===== src/rtl/store_monitor.sv =====
// Pass/fail monitor for the core's data-memory store bus, with a store trace FIFO.
// Ports: clk, reset (async, active-low), store bus in; verdict flags, counters, trace read port out.
//
//   clk          in   1      core clock
//   reset        in   1      async active-low reset
//   mem_write    in   1      store strobe
//   data_adr     in   32     store address
//   write_data   in   32     store data
//   done         out  1      PASS, FAIL or TMO reached
//   pass         out  1      run ended in PASS
//   fail         out  1      run ended in FAIL
//   timeout      out  1      run ended in TMO
//   fail_adr     out  32     address of failing store
//   fail_data    out  32     data of failing store
//   cycle_cnt    out  CNT_W  RUN cycles elapsed
//   store_cnt    out  16     stores seen in RUN (saturating)
//   log_valid    out  1      trace not empty
//   log_rd       in   1      trace pop request
//   log_adr      out  32     oldest trace address (show-ahead)
//   log_data     out  32     oldest trace data
//   log_overflow out  1      sticky dropped-push flag
module store_monitor #(
  parameter logic [31:0] PASS_ADDR    = 32'd100,
  parameter logic [31:0] PASS_DATA    = 32'd25,
  parameter logic [31:0] SCRATCH_ADDR = 32'd96,
  parameter int          TIMEOUT      = 1000,
  parameter int          CNT_W        = 32,
  parameter int          LOG_DEPTH    = 8
) (
  input  logic             clk,
  input  logic             reset,
  input  logic             mem_write,
  input  logic [31:0]      data_adr,
  input  logic [31:0]      write_data,
  output logic             done,
  output logic             pass,
  output logic             fail,
  output logic             timeout,
  output logic [31:0]      fail_adr,
  output logic [31:0]      fail_data,
  output logic [CNT_W-1:0] cycle_cnt,
  output logic [15:0]      store_cnt,
  output logic             log_valid,
  input  logic             log_rd,
  output logic [31:0]      log_adr,
  output logic [31:0]      log_data,
  output logic             log_overflow
);

  localparam int AW = $clog2(LOG_DEPTH);

  localparam logic [1:0] S_RUN  = 2'd0;
  localparam logic [1:0] S_PASS = 2'd1;
  localparam logic [1:0] S_FAIL = 2'd2;
  localparam logic [1:0] S_TMO  = 2'd3;

  localparam logic [CNT_W-1:0] CYC_ONE  = CNT_W'(1);
  localparam logic [CNT_W-1:0] TMO_LAST = CNT_W'(TIMEOUT - 1);
  localparam logic [AW:0]      PTR_ONE  = (AW+1)'(1);

  logic [1:0]       state_q, state_d;
  logic [CNT_W-1:0] cyc_q, cyc_d;
  logic [15:0]      sc_q, sc_d;
  logic [31:0]      fa_q, fa_d;
  logic [31:0]      fd_q, fd_d;

  logic in_run;
  logic hit_pass;
  logic hit_scr;

  assign in_run = (state_q == S_RUN);

  // X/Z on the bus leaves both compares non-true, so the
  // store falls through to FAIL in simulation.
  assign hit_pass = (data_adr == PASS_ADDR) &&
                    (write_data == PASS_DATA);
  assign hit_scr  = (data_adr == SCRATCH_ADDR);

  always_comb begin
    state_d = state_q;
    cyc_d   = cyc_q;
    sc_d    = sc_q;
    fa_d    = fa_q;
    fd_d    = fd_q;
    if (in_run) begin
      cyc_d = cyc_q + CYC_ONE;
      if (mem_write) begin
        if (sc_q != 16'hFFFF) begin
          sc_d = sc_q + 16'd1;
        end
        if (hit_pass) begin
          state_d = S_PASS;
        end else if (hit_scr) begin
          state_d = S_RUN;
        end else begin
          state_d = S_FAIL;
          fa_d    = data_adr;
          fd_d    = write_data;
        end
      end
      // A terminal store in this cycle wins over timeout.
      if ((state_d == S_RUN) && (cyc_q == TMO_LAST)) begin
        state_d = S_TMO;
      end
    end
  end

  always_ff @(posedge clk or negedge reset) begin
    if (!reset) begin
      state_q <= S_RUN;
      cyc_q   <= '0;
      sc_q    <= '0;
      fa_q    <= '0;
      fd_q    <= '0;
    end else begin
      state_q <= state_d;
      cyc_q   <= cyc_d;
      sc_q    <= sc_d;
      fa_q    <= fa_d;
      fd_q    <= fd_d;
    end
  end

  assign done      = !in_run;
  assign pass      = (state_q == S_PASS);
  assign fail      = (state_q == S_FAIL);
  assign timeout   = (state_q == S_TMO);
  assign fail_adr  = fa_q;
  assign fail_data = fd_q;
  assign cycle_cnt = cyc_q;
  assign store_cnt = sc_q;

  // Trace FIFO: pointers carry one extra MSB so that
  // full and empty are distinguishable.
  logic [AW:0] wp_q, wp_d;
  logic [AW:0] rp_q, rp_d;
  logic        ovf_q, ovf_d;
  logic [31:0] adr_mem  [LOG_DEPTH];
  logic [31:0] data_mem [LOG_DEPTH];

  logic empty;
  logic full;
  logic push_req;
  logic push;
  logic pop;

  assign empty    = (wp_q == rp_q);
  assign full     = (wp_q[AW] != rp_q[AW]) &&
                    (wp_q[AW-1:0] == rp_q[AW-1:0]);
  assign push_req = in_run && mem_write;
  assign pop      = log_rd && !empty;
  // A simultaneous pop frees the slot the push needs.
  assign push     = push_req && (!full || pop);

  always_comb begin
    wp_d  = wp_q;
    rp_d  = rp_q;
    ovf_d = ovf_q;
    if (push) begin
      wp_d = wp_q + PTR_ONE;
    end
    if (pop) begin
      rp_d = rp_q + PTR_ONE;
    end
    if (push_req && full && !pop) begin
      ovf_d = 1'b1;
    end
  end

  always_ff @(posedge clk or negedge reset) begin
    if (!reset) begin
      wp_q  <= '0;
      rp_q  <= '0;
      ovf_q <= 1'b0;
    end else begin
      wp_q  <= wp_d;
      rp_q  <= rp_d;
      ovf_q <= ovf_d;
    end
  end

  // Storage needs no reset: reads are masked while empty.
  always_ff @(posedge clk) begin
    if (push) begin
      adr_mem[wp_q[AW-1:0]]  <= data_adr;
      data_mem[wp_q[AW-1:0]] <= write_data;
    end
  end

  assign log_valid    = !empty;
  assign log_overflow = ovf_q;
  assign log_adr      = empty ? 32'd0 : adr_mem[rp_q[AW-1:0]];
  assign log_data     = empty ? 32'd0 : data_mem[rp_q[AW-1:0]];

endmodule


===== config.mk =====
export PLATFORM = sky130hd
export DESIGN_NAME = store_monitor
export DESIGN_NICKNAME = d
export VERILOG_FILES = /design/src/rtl/store_monitor.sv
export SDC_FILE = /design/constraint.sdc
export NUM_CORES = 1
export LEC_CHECK = 0
export CORE_UTILIZATION = 51
export DETAILED_ROUTE_END_ITERATION = 6
export GPL_TIMING_DRIVEN = 0
export PLACE_DENSITY = 0.76
export RECOVER_POWER = 50
export SLEW_MARGIN = 20
export SYNTH_ARGS = -nofsm -noshare
export SYNTH_HDL_FRONTEND = slang
export SYNTH_SLANG_ARGS = --single-unit

===== constraint.sdc =====
create_clock -name clk -period 8 [get_ports clk]
set_clock_uncertainty 0.05 [all_clocks]
set_input_delay 0.8 -clock clk [delete_from_list [all_inputs] [get_ports clk]]
set_output_delay 0.8 -clock clk [all_outputs]
set_load 0.01 [all_outputs]

After elaboration in Yosys (flattened, before gate mapping)
Memory sizes are Yosys's and may differ from the RTL's. Cells that the tools add are included.

Register bits: 123. Memory bits (writable): 512. Bits of input ports: 68. Output and inout port bits: 182. Logic and storage cells: 53. Memories: 2.

Add/sub/neg operators: 4. Equal/unequal tests: 11. Multiplexer cells: 9. Bitwise operators: 2. Reductions and logical operators: 17.

Memory list: adr_mem (words 8, bits a word 32, rd ports 1, clocked after Yosys merged registers in 0, write ports 1, line 138) `logic [31:0] adr_mem [LOG_DEPTH];`; data_mem (words 8, bits a word 32, rd ports 1, clocked after Yosys merged registers in 0, write ports 1, line 139) `logic [31:0] data_mem [LOG_DEPTH];`.

Operators by type and width (number): $eq 32x7->1 const B (2); $mux 32 (2); $add 32x1->32 const B (1); $eq 32x10->1 const B (1); $eq 32x5->1 const B (1); $add 16x1->16 const B (1); $ne 16x16->1 const B (1); $mux 2 (5); $add 4x1->4 const B (2); $logic_and 1x1->1 (8); $eq 2x2->1 const B (2); $eq 4x4->1 (1); $logic_not 1->1 (4); $logic_not 2->1 (2); $reduce_and 4->1 (1); $eq 3x3->1 (1); $reduce_and 3->1 (1); $eq 2x1->1 const B (1); $mux 1 (2); $not 1->1 (2); $logic_or 1x1->1 (1); $ne 1x1->1 (1).

Depth between registers and ports, before layout
Gate-level depths: netlist of the first run.

Depth after elaboration: 8. Gate-level depth with buffers: 6. Depth with buffers taken out: 6.

Worst setup path after synthesis of the first run
OpenSTA, ideal clock, no wires.

Path type: input -> register. Start point: input mem_write. End point: memory adr_mem[4][0] (enable). Library setup time: 0.667 ns. Data arrival time: 7.707 ns. Data required time: 7.283 ns. Slack: -0.425 ns. Stages on the path: 3. Path buffers: 0. Path through: and2_1 > nand2_1 > nor4b_1.

Cells in the longest elaborated chain, start to end: 4.

RTL lines: start: declaration (line 32) `input logic mem_write,`; $logic_and 1x1->1 (line 150) `assign push_req = in_run && mem_write;`; $logic_and 1x1->1 (line 153) `assign push = push_req && (!full || pop);`; $mux 1 (line 184) `if (push) begin`; $mux 1 (not written as such) (line 185) `adr_mem[wp_q[AW-1:0]] <= data_adr;`; end: declaration (line 138).

No other way between the ends.

Final worst setup path of the first run
Start point: register rp_q[1]. End point: output log_data[31].

Cells in the longest elaborated chain, start to end: 2. Elaborated cells on any way between the ends: 3. Classes of those cells: eq/ne: 1; mux: 1; memory: 1.

RTL lines: start: declaration (line 136) `logic [AW:0] rp_q, rp_d;`; start signal: assignment (line 177) `rp_q <= rp_d;`; $mem_v2 8x32 / $eq 4x4->1 (equally long branches); $mux 32 * (line 193) `assign log_data = empty ? 32'd0 : data_mem[rp_q[AW-1:0]];`; end: declaration (line 46) `output logic [31:0] log_data,`.

Every way passes the cells marked *; elsewhere a longest branch is shown, timed or not.

==> results of run 1 <==
-- where the power goes --
group | internal, mW | total, mW | switching [mW]
Sequential | 3.58 | 3.59 | 0.00571
Combinational | 1.28 | 2.53 | 1.25
Clock | 1.90 | 3.12 | 1.23
Total | 6.76 | 9.25 | 2.48
-- flip-flops by register name, indices dropped and copies added (netlist names) --
signal / flops
adr_mem: 256
data_mem: 256
cycle_cnt: 32
fail_adr: 32
fail_data: 32
store_cnt: 16
rp_q: 4
wp_q: 4
state_q: 2
log_overflow: 1
-- how the worst max path moves through the flow --
stage / start / endpoint / slack [ns] / cells past startpoint
6_report: rp_q[1] / log_data[31] / 3.27 / 7
5_1_grt: reset / fail_data[4] / 2.76 / 1
4_1_cts: rp_q[1] / log_adr[1] / 3.21 / 7
3_5_place_dp: rp_q[1] / log_adr[1] / 3.85 / 7
3_3_place_gp: mem_write / data_mem[0][5] / -6.22 / 4
2_1_floorplan: mem_write / adr_mem[0][0] / 0.13 / 3
-- cell usage in the layout, fill, tap and decap left out, drive strengths merged, types with 28 or more instances in the layout --
cell type / count
buf: 96
clkbuf: 129
clkdlybuf4s50: 140
dfrtp: 123
dlygate4sd3: 108
edfxtp: 512
mux2: 67
mux2i: 64
mux4: 128
nand2: 28
nor2: 77
xnor2: 32
-- worst max-delay path, cell delays in order (launching register included) --
cell and delay, ns:
dfrtp_1 0.36, clkbuf_1 0.30, clkbuf_1 0.64, clkbuf_1 0.68, mux4_2 0.35, mux2i_1 0.07, nor2_1 0.28, clkdlybuf4s50_1 0.60
-- stage by stage --
stage / utilization, % / cells / hold WS [ns] / area [sq um]
floorplan: - / 1231 / 0.412 / 24700
global placement: 58.5 / 2095 / 0.412 / 27900
detailed placement: 60.0 / 2167 / 0.422 / 28700
CTS: 64.7 / 2288 / 0.165 / 30900
global route: 64.7 / 2290 / 0.443 / 30900
finish: 64.7 / 2291 / 0.427 / 30900
-- layer usage --
layer,global-route usage (%),vias to the layer above
li1,-,5731
met2,38.1,532
met1,31.7,6904
met5,0,-
met4,7.19,0
met3,5.94,62
-- logic make-up (layout without fill, tap and decap cells) --
group,after synthesis,in the layout,synth area share [%]
other,0,3,0
buffers and inverters,60,502,1.02
xor gates and xnor gates,56,56,1.99
and+or+nand+nor,204,204,4.22
AOI/OAI and AO/OA,13,13,0.421
adders and majority gates,4,4,0.203
DFF,635,635,74.8
muxes,259,259,17.3
-- area by class of cell --
type                            count  area share [%]
Clock buffer                       97            6.33
Buffer                             55           0.757
Tap cell                          615            2.49
Clock inverter                     24           0.907
Sequential cell                   635            59.7
Inverter                            5          0.0607
Multi-Input combinational cell    536            19.5
Antenna cell                        3          0.0243
Timing Repair Buffer              321            10.2
==> metrics.txt, run 1 <==
status complete, but fails checks; failing checks capacitance limit, slew limit; crit path max fanout 10; wl on met1 about 23 mm; worst-skew pair later-pin latency 0.59 ns; via count approximately 13,000; Post-synth EDFFs ~500; hold path depth 1; Rows 80; commonest cells in the synthesized netlist edfxtp_1 (512), mux4_2 (128), dfrtp_1 (123); initial core utilization 51.7%; slew of the pin with the lowest slew margin approximately 4.5 ns; Final Total Pwr roughly 9.2 mW; first-pass GRT wire length about 86 mm; RSZ-0062 raised after global routing false; clk slew on worst S/H paths roughly 0.060 ns; Met3 Wirelength roughly 4.3 mm; number of global-route vias before repair ~14,000; Die Width ~220 microns; Critical Path RT between 7 and 8 ns; Seq cells post-synth roughly 640; Worst R2R Path Depth 9; hold buffers post-CTS 0; Area growth syn-to-layout 25.3%; Final period util approximately three fifths; Root Buffer clkbuf_16; pwr dens roughly 300 nW/um^2; reg-to-reg startpoint wp_q[0]; Worst setup EP type output pin; H-Tree Depth 3; Setup Crit Path Kind flip-flop to output pin; top cell type by total area after synthesis edfxtp_1; die area around 49,000 sq um; Multi-input gate area 6030 sq um; Highest Signal Layer met4; largest net degree at the start of global routing 70; dpl ws 3.85 ns; min Tclk post-route about 4.7 ns; crit path DAT just under 4 ns; proportion of netlist area held by the largest area contributor between 60 and 70%; synthesized area 24,700 sq um; Filler cells about 3,200; initial antenna violation count 3; sequential area share after synthesis roughly 75%; clock sink count about 640; maxcap violations 1; worst r2r dst data_mem[6][24]; Final Hold Fails 0; flop-to-flop setup slack around 4.4 ns; cts bufs inserted 66; Die Height 222 microns; GRT Overall Usage 23.6%; NumNets Final ~1,700; CTS tree built; number of buffers added on ports between 200 and 250; final worst slack ~3.3 ns; drt pass-1 iters 5; ranking of synthesized cells by area edfxtp_1 (62%), dfrtp_1 (12%), mux4_2 (12%); Slew HR -203%; Most used DFF post-synth edfxtp_1; Tightest Hold Check Type flip-flop to flip-flop; syn_area_per_cell around 20 sq um; Reg area ~18,000 sq um; top-count cell post-synth edfxtp_1; setup TNS 0 ns; io pins 250; Synth Instances 1,231; postcts setup bufs 0; DR vias/cell around 5.8; Routed WL per cell 24.7 microns; Routed WL approximately 56 mm; post-cts resize count 0; Final setup viols 0; drc violations 0; dpl hpwl around 38 mm; Worst Hold End fail_adr[28]; FMAX roughly 210 MHz; post-route ant nets 0; core outline area 47,700 sq um; number of unique standard cell types used by synthesis 45; clock tree buffer depth 3; Slew Limit Fails 69; share of cells above drive strength 1 between 20% and 30%; Leakage 11.4 nW; routed wire length on met2 approximately 28 mm; grt total ovfl 0; Synthesized Nets roughly 1,300; Post-synth ARST share between 10% and 20%; RePlAce Congestion ~0.80; initial DRC count about 1,000; origin of the worst min-delay path fail_adr[28]; maximum vdd drop approximately 0.00016 V; synth warn 0; CP startpoint kind flip-flop
Power figures use the tool's default switching activity.
==> inputs of run 2 (changes only) <==
- CORE_UTILIZATION: 51 -> 57
- PLACE_DENSITY: 0.76 -> 0.8
- clock period: 8 -> 4.8 ns (I/O delays scaled with it)
==> run 2 against run 1 <==
- the flow still finishes with violations (capacitance limit, slew limit)
- clock power up 65%
- non-clock buffer count down 6
- register-to-register slack got worse by 3.3 ns
- sequential cell count unchanged
- hold slack got worse by 0.0010 ns
- via count increased by 1.4%
- wire length is 0.72% higher
- global-route usage increased by 3.0 points
- critical path depth unchanged
==> metrics.txt, run 2 (same netlist as run 1, synthesis figures left out) <==
status complete, but fails checks; failing checks capacitance limit, slew limit; Root Buffer clkbuf_16; dpl hpwl 37.3 mm (-2.0%); H-Tree Depth 3 (unchanged); slew of the pin with the lowest slew margin 2.23 ns (-2.31 ns); CTS tree built; maximum vdd drop 0.000310 V (+88%); initial DRC count 1,095 (+8.7%); Multi-input gate area 6030 sq um (about the same); Rows 75 (-6.3%); Reg area 18,500 sq um (unchanged); Critical Path Source wp_q[0]; Int Pwr 11.2 mW (+66%); initial antenna violation count 4 (+1); most frequent cells in the layout edfxtp_1 (512), mux4_2 (128), clkdlybuf4s50_1 (125), dlygate4sd3_1 (124), dfrtp_1 (123); switching part of the total 26.9% (+0.054 points); reg-to-reg startpoint wp_q[0]; clock sink count 635 (unchanged); Final period util between 90 and 100%; RSZ-0062 raised after global routing false; post-cts resize count 0 (unchanged); Slew HR -48.7% (+150 points); setup TNS 0 ns (unchanged); grt total ovfl 0 (unchanged); largest net degree at the start of global routing 93 (+33%); via count 13,413 (+1.4%); Die Width 210 microns (-5.4%); Leakage 11.4 nW (+0.13%); Critical Path RT 4.27 ns (-2.88 ns); Routed WL per cell 25.3 microns (+2.8%); switching pwr 4.13 mW (+66%); FMAX 228 MHz; initial core utilization 58.3% (+6.6 points); power share of the clock group 33.5% (-0.3 points); pwr dens 498 nW/um^2 (+66%); Final Hold Fails 0 (unchanged); Routed WL 56.9 mm (+0.72%); Reg power frac 39.0% (+0.2 points); Finished Core Util 72.9% (+8.2 points); die area 44,100 sq um (-10%); crit path max fanout 10 (unchanged); core outline area 42,300 sq um (-11%); commonest non-fill, non-tap cell in the layout edfxtp_1; Worst setup EP type output pin; maxcap violations 1 (unchanged); clock tree buffer depth 3 (unchanged); Setup Crit Path Kind flip-flop to output pin; io pins 250 (unchanged); critical path endpoint log_adr[2]; Die Height 210 microns (-5.4%); crit path DAT 3.85 ns (-0.03 ns); share of cells above drive strength 1 19.8% (-0.46 points); number of global-route vias before repair 13,869 (-0.10%); clk slew on worst S/H paths 0.06 ns (about the same); CP startpoint kind flip-flop; Final setup viols 0 (unchanged); Gate power share 27.5% (about the same); RePlAce Congestion 0.812 (+0.99%); Slew Limit Fails 32 (-54%); Worst R2R Path Depth 10 (+1); worst r2r dst adr_mem[6][27]; Filler cells 2,462 (-23%); drt pass-1 iters 5 (unchanged); min Tclk post-route 4.38 ns; cts bufs inserted 66 (unchanged); first-pass GRT wire length 85.7 mm (-0.34%); DR vias/cell 5.97 (+3.5%); Tightest Hold Check Type flip-flop to flip-flop; flop-to-flop setup slack 1.09 ns (-3.32 ns); number of buffers added on ports 249 (unchanged); drc violations 0 (unchanged); post-route ant nets 0 (unchanged); NumNets Final 1,686 (-0.35%); GRT Overall Usage 26.5% (+3.0 points); Area growth syn-to-layout 25.1%; worst-skew pair later-pin latency 0.57 ns (-0.02 ns)
[run 2: changes by cell type in the layout (fill, tap and decap cells not counted), moves of 5 or more]
cell | before | now
buf_2 | 34 | 22
buf_6 | 28 | 33
clkbuf_8 | 4 | 9
clkdlybuf4s50_1 | 140 | 125
dlygate4sd3_1 | 108 | 124
[run 2: metrics by stage]
| stage | area [sq um] | hold WS (ns) | instances | worst slack, ns | power, mW |
|---|---|---|---|---|---|
| after floorplan | 24700 | 0.134 | 1231 | -1.91 | 8.54 |
| after global placement | 27900 | 0.409 | 2057 | -6.68 | 10.3 |
| after detailed placement | 28600 | 0.321 | 2122 | 1.02 | 10.3 |
| after CTS | 30900 | 0.303 | 2243 | 0.372 | 15.5 |
| after global routing | 30900 | 0.442 | 2245 | 0.172 | 15.9 |
| final | 30900 | 0.426 | 2245 | 0.422 | 15.4 |
[run 2: power by group through the flow]
stage                     Sequential (mW)  Clock, mW  Combinational, mW
after floorplan                      6.09          0               2.45
after global placement               6.10          0               4.19
after detailed placement             6.10          0               4.24
after CTS                            5.98       5.22               4.30
after global routing                 5.98       5.41               4.51
final                                5.98       5.15               4.22
[run 2: repair_timing]
action	4_1_cts	5_1_grt
endpoints found under the hold margin	31	0
setup buffers	0	0
hold buffers	1	0
[run 2: critical path, cell delays in order, from the launching register on]
cell and delay, ns:
dfrtp_1 0.36, clkbuf_1 0.51, xor2_1 0.19, nor4b_1 0.52, clkbuf_1 0.62, buf_2 0.41
nor2_1 0.10, clkdlybuf4s50_1 0.57
[run 2: worst min-delay path by stage]
stage	startpoint	to	cells after the start
after floorplan	reset	cycle_cnt[0]	0
after global routing	fail_data[1]	fail_data[1]	1
final	fail_data[7]	fail_data[7]	1
after detailed placement	reset	fail_adr[9]	1
after CTS	reset	fail_adr[9]	2
after global placement	log_overflow	log_overflow	1
[run 2: per-layer routing]
metal	GRT usage [%]	part of all wire [%]
met5	0	0.018
met4	7.58	2.0
met3	5.62	8.2
met2	43.8	50
met1	36.2	40
[run 2: final cells by class]
cell class,instances,area share [%]
diodes,2,0.0162
plain buffers,55,0.758
clock buffers,97,6.37
clock inverters,23,0.787
inverters,5,0.0608
multi-input cells,536,19.6
flip-flops and latches,635,59.8
well taps,577,2.34
repair buffers,315,10.3
